$ cat src/rtl/usb_pkg.sv
// rtl/usb_pkg.sv - shared USB full-speed packet constants, encodings and RX state enum
// Contents:
//   SYNC_BYTE, PID_* : on-the-wire byte values (bit 0 first on the wire)
//   rx_packet_t      : 3-bit packet type reported on rx_packet
//   rx_state_t       : receive controller state encoding
//   pid_decode()     : PID byte -> packet type, PKT_NONE when not a legal PID
package usb_pkg;

    localparam logic [7:0] SYNC_BYTE = 8'h80;

    localparam logic [7:0] PID_OUT   = 8'hE1;
    localparam logic [7:0] PID_IN    = 8'h69;
    localparam logic [7:0] PID_DATA0 = 8'hC3;
    localparam logic [7:0] PID_DATA1 = 8'h4B;
    localparam logic [7:0] PID_ACK   = 8'hD2;
    localparam logic [7:0] PID_NAK   = 8'h5A;
    localparam logic [7:0] PID_STALL = 8'h1E;

    typedef enum logic [2:0] {
        PKT_NONE  = 3'd0,
        PKT_OUT   = 3'd1,
        PKT_IN    = 3'd2,
        PKT_DATA0 = 3'd3,
        PKT_DATA1 = 3'd4,
        PKT_ACK   = 3'd5,
        PKT_NAK   = 3'd6,
        PKT_STALL = 3'd7
    } rx_packet_t;

    typedef enum logic [3:0] {
        ST_IDLE     = 4'd0,
        ST_SYNC     = 4'd1,
        ST_PID      = 4'd2,
        ST_TOKEN1   = 4'd3,
        ST_TOKEN2   = 4'd4,
        ST_WAIT_EOP = 4'd5,
        ST_DATA     = 4'd6,
        ST_DONE     = 4'd7,
        ST_ERROR    = 4'd8
    } rx_state_t;

    // The upper nibble must be the ones-complement of the lower nibble; the
    // explicit match list then rejects reserved/unsupported PIDs.
    function automatic rx_packet_t pid_decode(input logic [7:0] b);
        rx_packet_t p;
        p = PKT_NONE;
        if (b[7:4] == ~b[3:0]) begin
            case (b)
                PID_OUT:   p = PKT_OUT;
                PID_IN:    p = PKT_IN;
                PID_DATA0: p = PKT_DATA0;
                PID_DATA1: p = PKT_DATA1;
                PID_ACK:   p = PKT_ACK;
                PID_NAK:   p = PKT_NAK;
                PID_STALL: p = PKT_STALL;
                default:   p = PKT_NONE;
            endcase
        end
        return p;
    endfunction

endpackage

$ cat src/rtl/usb_rx_controller_if.sv
// rtl/usb_rx_controller_if.sv - signal bundle between RX byte source, CRC checkers, RX FIFO and the RX controller
// Modports:
//   slave  : the RX controller (consumes line/FIFO status, drives CRC/FIFO/status)
//   master : the surrounding logic or a testbench driving the controller
interface usb_rx_controller_if #(
    parameter int CNT_W = 7
);
    logic             start_detect;
    logic [7:0]       rx_byte;
    logic             byte_valid;
    logic             eop;
    logic             crc5_ok;
    logic             crc16_ok;
    logic             fifo_full;
    logic             crc_clear;
    logic             crc_en;
    logic             fifo_wen;
    logic [7:0]       fifo_wdata;
    logic [2:0]       rx_packet;
    logic             rx_data_ready;
    logic             rx_transfer_active;
    logic             rx_error;
    logic [CNT_W-1:0] payload_count;

    modport slave (
        input  start_detect, rx_byte, byte_valid, eop, crc5_ok, crc16_ok, fifo_full,
        output crc_clear, crc_en, fifo_wen, fifo_wdata, rx_packet, rx_data_ready,
               rx_transfer_active, rx_error, payload_count
    );

    modport master (
        output start_detect, rx_byte, byte_valid, eop, crc5_ok, crc16_ok, fifo_full,
        input  crc_clear, crc_en, fifo_wen, fifo_wdata, rx_packet, rx_data_ready,
               rx_transfer_active, rx_error, payload_count
    );
endinterface

$ cat src/rtl/usb_rx_hold2.sv
// rtl/usb_rx_hold2.sv - two-byte delay line that withholds the trailing CRC16 bytes of a DATA packet
// Ports:
//   clk, n_rst     : clock, synchronous active-high reset
//   push, din      : accept a byte
//   flush          : empty the line (start of a new packet)
//   full           : two bytes held; the next push releases the oldest
//   out_valid, out : released byte, registered (one cycle after push)
module usb_rx_hold2 (
    input  logic       clk,
    input  logic       n_rst,
    input  logic       push,
    input  logic       flush,
    input  logic [7:0] din,
    output logic       full,
    output logic       out_valid,
    output logic [7:0] out
);
    logic [7:0] h0;
    logic [7:0] h1;
    logic [1:0] cnt;

    assign full = (cnt == 2'd2);

    always_ff @(posedge clk) begin
        if (n_rst) begin
            h0        <= 8'h00;
            h1        <= 8'h00;
            cnt       <= 2'd0;
            out_valid <= 1'b0;
            out       <= 8'h00;
        end else begin
            out_valid <= 1'b0;
            if (flush) begin
                cnt <= 2'd0;
            end else if (push) begin
                case (cnt)
                    2'd0: begin
                        h0  <= din;
                        cnt <= 2'd1;
                    end
                    2'd1: begin
                        h1  <= din;
                        cnt <= 2'd2;
                    end
                    default: begin
                        // Oldest byte is now known not to be CRC: release it.
                        out       <= h0;
                        out_valid <= 1'b1;
                        h0        <= h1;
                        h1        <= din;
                    end
                endcase
            end
        end
    end
endmodule

$ cat src/rtl/usb_rx_controller.sv
// rtl/usb_rx_controller.sv - USB full-speed receive packet controller (SYNC/PID check, token/data/handshake sequencing)
// Ports:
//   clk   : system clock
//   n_rst : synchronous reset, active-high
//   bus   : usb_rx_controller_if.slave
//           in : start_detect, rx_byte, byte_valid, eop, crc5_ok, crc16_ok, fifo_full
//           out: crc_clear, crc_en, fifo_wen, fifo_wdata, rx_packet, rx_data_ready,
//                rx_transfer_active, rx_error, payload_count
module usb_rx_controller
    import usb_pkg::*;
#(
    parameter int MAX_PAYLOAD = 64,
    parameter int CNT_W       = 7
) (
    input  logic                 clk,
    input  logic                 n_rst,
    usb_rx_controller_if.slave   bus
);
    rx_state_t        state_q;
    rx_state_t        state_d;
    rx_packet_t       rx_packet_q;
    rx_packet_t       pid_pkt;
    logic [CNT_W-1:0] count_q;
    logic             rx_error_q;
    logic             data_ready_q;

    logic crc_clear;
    logic crc_en;
    logic hold_push;
    logic hold_flush;
    logic hold_full;
    logic hold_out_valid;
    logic [7:0] hold_out;
    logic err_clr;
    logic data_ok;
    logic pkt_load;
    logic cnt_inc;
    logic is_token;

    usb_rx_hold2 u_hold (
        .clk       (clk),
        .n_rst     (n_rst),
        .push      (hold_push),
        .flush     (hold_flush),
        .din       (bus.rx_byte),
        .full      (hold_full),
        .out_valid (hold_out_valid),
        .out       (hold_out)
    );

    assign pid_pkt  = pid_decode(bus.rx_byte);
    assign is_token = (rx_packet_q == PKT_OUT) || (rx_packet_q == PKT_IN);

    always_ff @(posedge clk) begin
        if (n_rst) begin
            state_q      <= ST_IDLE;
            rx_packet_q  <= PKT_NONE;
            count_q      <= '0;
            rx_error_q   <= 1'b0;
            data_ready_q <= 1'b0;
        end else begin
            state_q      <= state_d;
            data_ready_q <= data_ok;
            if (pkt_load) begin
                rx_packet_q <= pid_pkt;
            end
            if (hold_flush) begin
                count_q <= '0;
            end else if (cnt_inc) begin
                count_q <= count_q + 1'b1;
            end
            if (state_d == ST_ERROR) begin
                rx_error_q <= 1'b1;
            end else if (err_clr) begin
                rx_error_q <= 1'b0;
            end
        end
    end

    always_comb begin
        state_d    = state_q;
        crc_clear  = 1'b0;
        crc_en     = 1'b0;
        hold_push  = 1'b0;
        hold_flush = 1'b0;
        err_clr    = 1'b0;
        data_ok    = 1'b0;
        pkt_load   = 1'b0;
        cnt_inc    = 1'b0;

        case (state_q)
            ST_IDLE: begin
                if (bus.start_detect) begin
                    state_d = ST_SYNC;
                    err_clr = 1'b1;
                end
            end

            ST_SYNC: begin
                if (bus.eop || (bus.byte_valid && bus.rx_byte != SYNC_BYTE)) begin
                    state_d = ST_ERROR;
                end else if (bus.byte_valid) begin
                    state_d = ST_PID;
                end
            end

            ST_PID: begin
                if (bus.eop) begin
                    state_d = ST_ERROR;
                end else if (bus.byte_valid) begin
                    if (pid_pkt == PKT_NONE) begin
                        state_d = ST_ERROR;
                    end else begin
                        pkt_load   = 1'b1;
                        crc_clear  = 1'b1;
                        hold_flush = 1'b1;
                        case (pid_pkt)
                            PKT_OUT, PKT_IN:     state_d = ST_TOKEN1;
                            PKT_DATA0, PKT_DATA1: state_d = ST_DATA;
                            default:             state_d = ST_WAIT_EOP;
                        endcase
                    end
                end
            end

            ST_TOKEN1, ST_TOKEN2: begin
                if (bus.eop) begin
                    state_d = ST_ERROR;
                end else if (bus.byte_valid) begin
                    crc_en  = 1'b1;
                    state_d = (state_q == ST_TOKEN1) ? ST_TOKEN2 : ST_WAIT_EOP;
                end
            end

            ST_WAIT_EOP: begin
                if (bus.byte_valid) begin
                    state_d = ST_ERROR;
                end else if (bus.eop) begin
                    state_d = (is_token && !bus.crc5_ok) ? ST_ERROR : ST_DONE;
                end
            end

            ST_DATA: begin
                if (bus.byte_valid && bus.eop) begin
                    state_d = ST_ERROR;
                end else if (bus.eop) begin
                    // A full hold means both CRC16 bytes have arrived.
                    if (hold_full && bus.crc16_ok) begin
                        data_ok = 1'b1;
                        state_d = ST_DONE;
                    end else begin
                        state_d = ST_ERROR;
                    end
                end else if (bus.byte_valid) begin
                    crc_en = 1'b1;
                    if (hold_full &&
                        (bus.fifo_full || count_q == CNT_W'(MAX_PAYLOAD))) begin
                        state_d = ST_ERROR;
                    end else begin
                        hold_push = 1'b1;
                        cnt_inc   = hold_full;
                    end
                end
            end

            ST_DONE: begin
                state_d = ST_IDLE;
            end

            ST_ERROR: begin
                if (bus.start_detect) begin
                    state_d = ST_SYNC;
                    err_clr = 1'b1;
                end else if (bus.eop) begin
                    state_d = ST_IDLE;
                end
            end

            default: begin
                state_d = ST_IDLE;
            end
        endcase
    end

    assign bus.crc_clear          = crc_clear;
    assign bus.crc_en             = crc_en;
    assign bus.fifo_wen           = hold_out_valid;
    assign bus.fifo_wdata         = hold_out;
    assign bus.rx_packet          = rx_packet_q;
    assign bus.rx_data_ready      = data_ready_q;
    assign bus.rx_transfer_active = (state_q == ST_PID)    || (state_q == ST_TOKEN1) ||
                                    (state_q == ST_TOKEN2) || (state_q == ST_WAIT_EOP) ||
                                    (state_q == ST_DATA);
    assign bus.rx_error           = rx_error_q;
    assign bus.payload_count      = count_q;
endmodule

$ cat src/flat_wrapper.sv
// flat-port wrapper written by rule: the top's interface ports become plain ports
module usb_rx_controller_flat import usb_pkg::*;
#(
    parameter int MAX_PAYLOAD = 64,
    parameter int CNT_W       = 7
)
  (clk, n_rst, bus_start_detect, bus_rx_byte, bus_byte_valid, bus_eop, bus_crc5_ok, bus_crc16_ok, bus_fifo_full, bus_crc_clear, bus_crc_en, bus_fifo_wen, bus_fifo_wdata, bus_rx_packet, bus_rx_data_ready, bus_rx_transfer_active, bus_rx_error, bus_payload_count);
  usb_rx_controller_if #(.CNT_W(CNT_W)) bus_i ();
  input  logic clk;
  input  logic n_rst;
  input wire logic [$bits(bus_i.start_detect)-1:0] bus_start_detect;
  input wire logic [$bits(bus_i.rx_byte)-1:0] bus_rx_byte;
  input wire logic [$bits(bus_i.byte_valid)-1:0] bus_byte_valid;
  input wire logic [$bits(bus_i.eop)-1:0] bus_eop;
  input wire logic [$bits(bus_i.crc5_ok)-1:0] bus_crc5_ok;
  input wire logic [$bits(bus_i.crc16_ok)-1:0] bus_crc16_ok;
  input wire logic [$bits(bus_i.fifo_full)-1:0] bus_fifo_full;
  output wire logic [$bits(bus_i.crc_clear)-1:0] bus_crc_clear;
  output wire logic [$bits(bus_i.crc_en)-1:0] bus_crc_en;
  output wire logic [$bits(bus_i.fifo_wen)-1:0] bus_fifo_wen;
  output wire logic [$bits(bus_i.fifo_wdata)-1:0] bus_fifo_wdata;
  output wire logic [$bits(bus_i.rx_packet)-1:0] bus_rx_packet;
  output wire logic [$bits(bus_i.rx_data_ready)-1:0] bus_rx_data_ready;
  output wire logic [$bits(bus_i.rx_transfer_active)-1:0] bus_rx_transfer_active;
  output wire logic [$bits(bus_i.rx_error)-1:0] bus_rx_error;
  output wire logic [$bits(bus_i.payload_count)-1:0] bus_payload_count;
  assign bus_i.start_detect = bus_start_detect;
  assign bus_i.rx_byte = bus_rx_byte;
  assign bus_i.byte_valid = bus_byte_valid;
  assign bus_i.eop = bus_eop;
  assign bus_i.crc5_ok = bus_crc5_ok;
  assign bus_i.crc16_ok = bus_crc16_ok;
  assign bus_i.fifo_full = bus_fifo_full;
  assign bus_crc_clear = bus_i.crc_clear;
  assign bus_crc_en = bus_i.crc_en;
  assign bus_fifo_wen = bus_i.fifo_wen;
  assign bus_fifo_wdata = bus_i.fifo_wdata;
  assign bus_rx_packet = bus_i.rx_packet;
  assign bus_rx_data_ready = bus_i.rx_data_ready;
  assign bus_rx_transfer_active = bus_i.rx_transfer_active;
  assign bus_rx_error = bus_i.rx_error;
  assign bus_payload_count = bus_i.payload_count;
  usb_rx_controller #(.MAX_PAYLOAD(MAX_PAYLOAD), .CNT_W(CNT_W)) u_core (.clk(clk), .n_rst(n_rst), .bus(bus_i));
endmodule
$ cat config.mk
export PLATFORM = sky130hd
export DESIGN_NAME = usb_rx_controller_flat
export DESIGN_NICKNAME = d
export VERILOG_FILES = /design/src/rtl/usb_pkg.sv /design/src/rtl/usb_rx_controller_if.sv /design/src/rtl/usb_rx_hold2.sv /design/src/rtl/usb_rx_controller.sv /design/src/flat_wrapper.sv
export SDC_FILE = /design/constraint.sdc
export NUM_CORES = 1
export LEC_CHECK = 0
export BUFFER_PORTS_ARGS = -buffer_cell sky130_fd_sc_hd__buf_2
export CORE_MARGIN = 8
export CORE_UTILIZATION = 25
export CTS_CLUSTER_DIAMETER = 100
export DETAILED_ROUTE_END_ITERATION = 8
export MAX_ROUTING_LAYER = met4
export PLACE_DENSITY_LB_ADDON = 0.05
export SLEW_MARGIN = 20
export SYNTH_ARGS = -nofsm -noshare
export SYNTH_HDL_FRONTEND = slang
export SYNTH_HIERARCHICAL = 1
export SYNTH_SLANG_ARGS = --single-unit
$ cat constraint.sdc
create_clock -name clk -period 1.95 [get_ports clk]
set_clock_uncertainty 0.1 [all_clocks]
set_input_delay 0.195 -clock clk [delete_from_list [all_inputs] [get_ports clk]]
set_output_delay 0.195 -clock clk [all_outputs]
set_load 0.01 [all_outputs]
==> impl_results.md <==
* Seq cells post-synth at 43
* CP max FO at 5
* First-pass GRT wire length at between 10 and 15 mm
* Grt ovf at 0
* Endpoint class of the critical path: output pin
* WP buf/inv at 2
* Residual DRC at 0
* Startpoint Class: flip-flop
* Num CTS Buffers at 5
* Port-buffer cells at 39
* Drt wl/cell at ~15 µm
* Setup violators final at 0
* Final min period at 1900 ps
* # IOs at 40
* Tightest Pin Transition at 560 ps
* Slowest CP cell: dfxtp_4
* Final setup margin at about 50 ps
* Final Util at 0.355
* Vias/cell at ~4.9
* Initial DRT Pass Iterations at 4
* Max Slew Vio Count at 0
* HP Class: input pin to flip-flop
* Worst Hold End: u_core/bus.rx_error
* Via count at around 2400
* Sequential area share after synthesis at 0.366
* Mapped cell area at about 2400 µm²
* Cell with the most instances after synthesis: dfxtp_1
* TNS Setup at 0 ps
* VDD IR max at around 250 µV
* Die X at between 100 and 150 µm
* CTS tree: built
* Layout cells sized above 1 at 0.381
* Placed cell count at slightly below 500
* 1st-iter DRT viols at 56
* EDFF count, synth at 0
* Fin crit share at 0.975
* Cts hold-fix bufs at 0
* MaxCap Viol Count at 0
* Synthesis Warnings at 6
* Outcome: finished, final reports clean
* Tot Pwr at 1.78 mW
* Row cnt at 35
* Initial Utilization at 0.256
* WHS at ~150 ps
* Dpl hpwl at between 5 and 6 mm
* Clock-pin slew on the worst setup and hold paths at 80 ps
* Worst-path cell chain: buf_8, or3_1, a21o_1, a21oi_2, buf_2
* Die Y at roughly 110 µm
* H-tree depth at 2
* Top_reg_cell synth: dfxtp_1
* Critical Path RT at around 1700 ps
* Final Hold Violating Endpoints at 0
* Worst reg2reg endpoint: u_core/u_hold/h0[7]
* Ys async rst share at 0
* Pre-CTS setup slack at -174 ps
* Core area at about 9200 µm²
* Layout area overhead at 39.0%
* Placed Area at 3020 µm²
* Pin count of the biggest net entering global routing at 32
* Max frequency at around 0.53 GHz
* Fin area at ~3300 µm²
* Area leader, netlist: dfxtp_1
* RSZ-0062 raised after global routing: yes
* Post-synth top area share at 0.366
* Critical setup path kind: flip-flop to output pin
* R2r setup slk at approximately 70 ps
* Max Root-Sink Buffers at 2
* N_diodes at 0
* Hold Startpoint: bus_start_detect
* Post-Syn Nets at 312
* Static leakage at 1.31 nW
* GPL Wtd Cong at 0.754
* FF-to-FF path depth at 7
* Die area at about 13000 µm²
* Post-Layout Cell Count at roughly 500
* Hold depth at 3
* Root Driver: clkbuf_8
* Ranking of synthesized cells by area: dfxtp_1 (37%), a21oi_1 (7.2%), nand2_1 (5.4%)
* Clock sink count at 43
* Synthesized area per cell at ~8 µm²
* WL final at approximately 7.4 mm
* Clk_lat worst skew at 300 ps
* Synth cell count leaders: dfxtp_1 (43), a21oi_1 (34), nand2_1 (34)
* Slew margin rel. at 0.626
* Pwr per Cell Area at approximately 550 nW/µm²
* Antenna violations before repair at 0
* R2r startpoint: u_core/state_q[3]
* Total GRT Usage at 0.121
* Data arrival, critical path at 1610 ps
* Mapped Cells at 294
* Nets at 403
* CP delay by family, top: flip-flops
* Antenna violation net count after detailed routing at 0
* Distinct cells, synth at 48
* Number of global-route vias before repair at 2545
* Crit path largest cell delay at roughly 370 ps
## flip-flops by register name, indices dropped and copies added, names as in the netlist
signal                    flops
u_core/u_hold/h0              8
u_core/u_hold/h1              8
u_core/u_hold/out             8
u_core/bus.payload_count      7
u_core/state_q                4
u_core/bus.rx_packet          3
u_core/u_hold/cnt             2
u_core/bus.rx_data_ready      1
u_core/bus.rx_error           1
u_core/u_hold/out_valid       1
## how the worst max path moves through the flow
stage | depth (start not counted) | endpoint | startpoint | slack (ps)
after CTS | 6 | bus_crc_en | u_core/state_q[1] | -30
after global routing | 7 | u_core/u_hold/h0[7] | u_core/state_q[3] | -30
after floorplan | 10 | u_core/u_hold/h0[0] | bus_rx_byte[3] | -40
after detailed placement | 10 | u_core/u_hold/h1[6] | bus_rx_byte[0] | -170
after global placement | 10 | u_core/u_hold/h1[5] | bus_rx_byte[6] | -140
final | 5 | bus_crc_en | u_core/state_q[2] | 50
## metal layers
| layer | vias to the layer above | track usage | wire length, µm |
|---|---|---|---|
| li1 | 1232 | - | - |
| met1 | 1144 | 0.148 | 3620 |
| met2 | 34 | 0.199 | 3460 |
| met3 | 4 | 0.0256 | 237 |
| met4 | 0 | 0.0293 | 50 |
| met5 | - | - | 0 |
## area by class of cell
cell class	count	area, µm²
timing repair buffer	103	711
sequential	43	871
fill	1026	5930
inverter	10	40.0
clock inverter	3	43.8
tap	111	139
clock buffer	5	68.8
multi-input combinational	222	1390
## report_power, final
part | switching [mW] | internal [mW] | total [mW]
logic | 0.0938 | 0.0792 | 0.173
registers | 0.00361 | 0.881 | 0.884
clock network | 0.342 | 0.382 | 0.724
total | 0.439 | 1.34 | 1.78
## timing repair
item                                    CTS  global route
pin swaps                                 3             8
gates resized for setup                   7            17
endpoints found under the setup margin   25            29
setup buffers                             4             6
## worst reg2reg max path: stages, from the launching register on
cell,delay (ps)
dfxtp_1,340
nand4bb_1,260
nor2_2,150
o21a_1,170
nor2b_4,290
buf_6,150
a21oi_1,70
a311oi_2,260
## kinds of logic after synthesis
group | after synthesis | share of synthesized area
xor+xnor | 10 | 0.0373
compound gates | 84 | 0.244
fa+ha+maj | 2 | 0.0106
flops | 43 | 0.366
mux | 1 | 0.00426
buf+inv | 29 | 0.0612
simple gates | 125 | 0.276
## layout by cell type, fill, tap and decap left out, drive strengths merged, types with 3 or more instances in the layout
| cell type | instances |
|---|---|
| buf | 103 |
| dfxtp | 43 |
| a21oi | 35 |
| nand2 | 34 |
| nor2 | 27 |
| nand3 | 19 |
| o21ai | 19 |
| inv | 10 |
| a311oi | 10 |
| nor3 | 8 |
| xnor2 | 7 |
| nand4 | 7 |
| nand2b | 6 |
| clkbuf | 5 |
| and4bb | 4 |
| nor4 | 4 |
| xor2 | 3 |
| o22ai | 3 |
| a31oi | 3 |
Power figures use the tool's default switching activity.
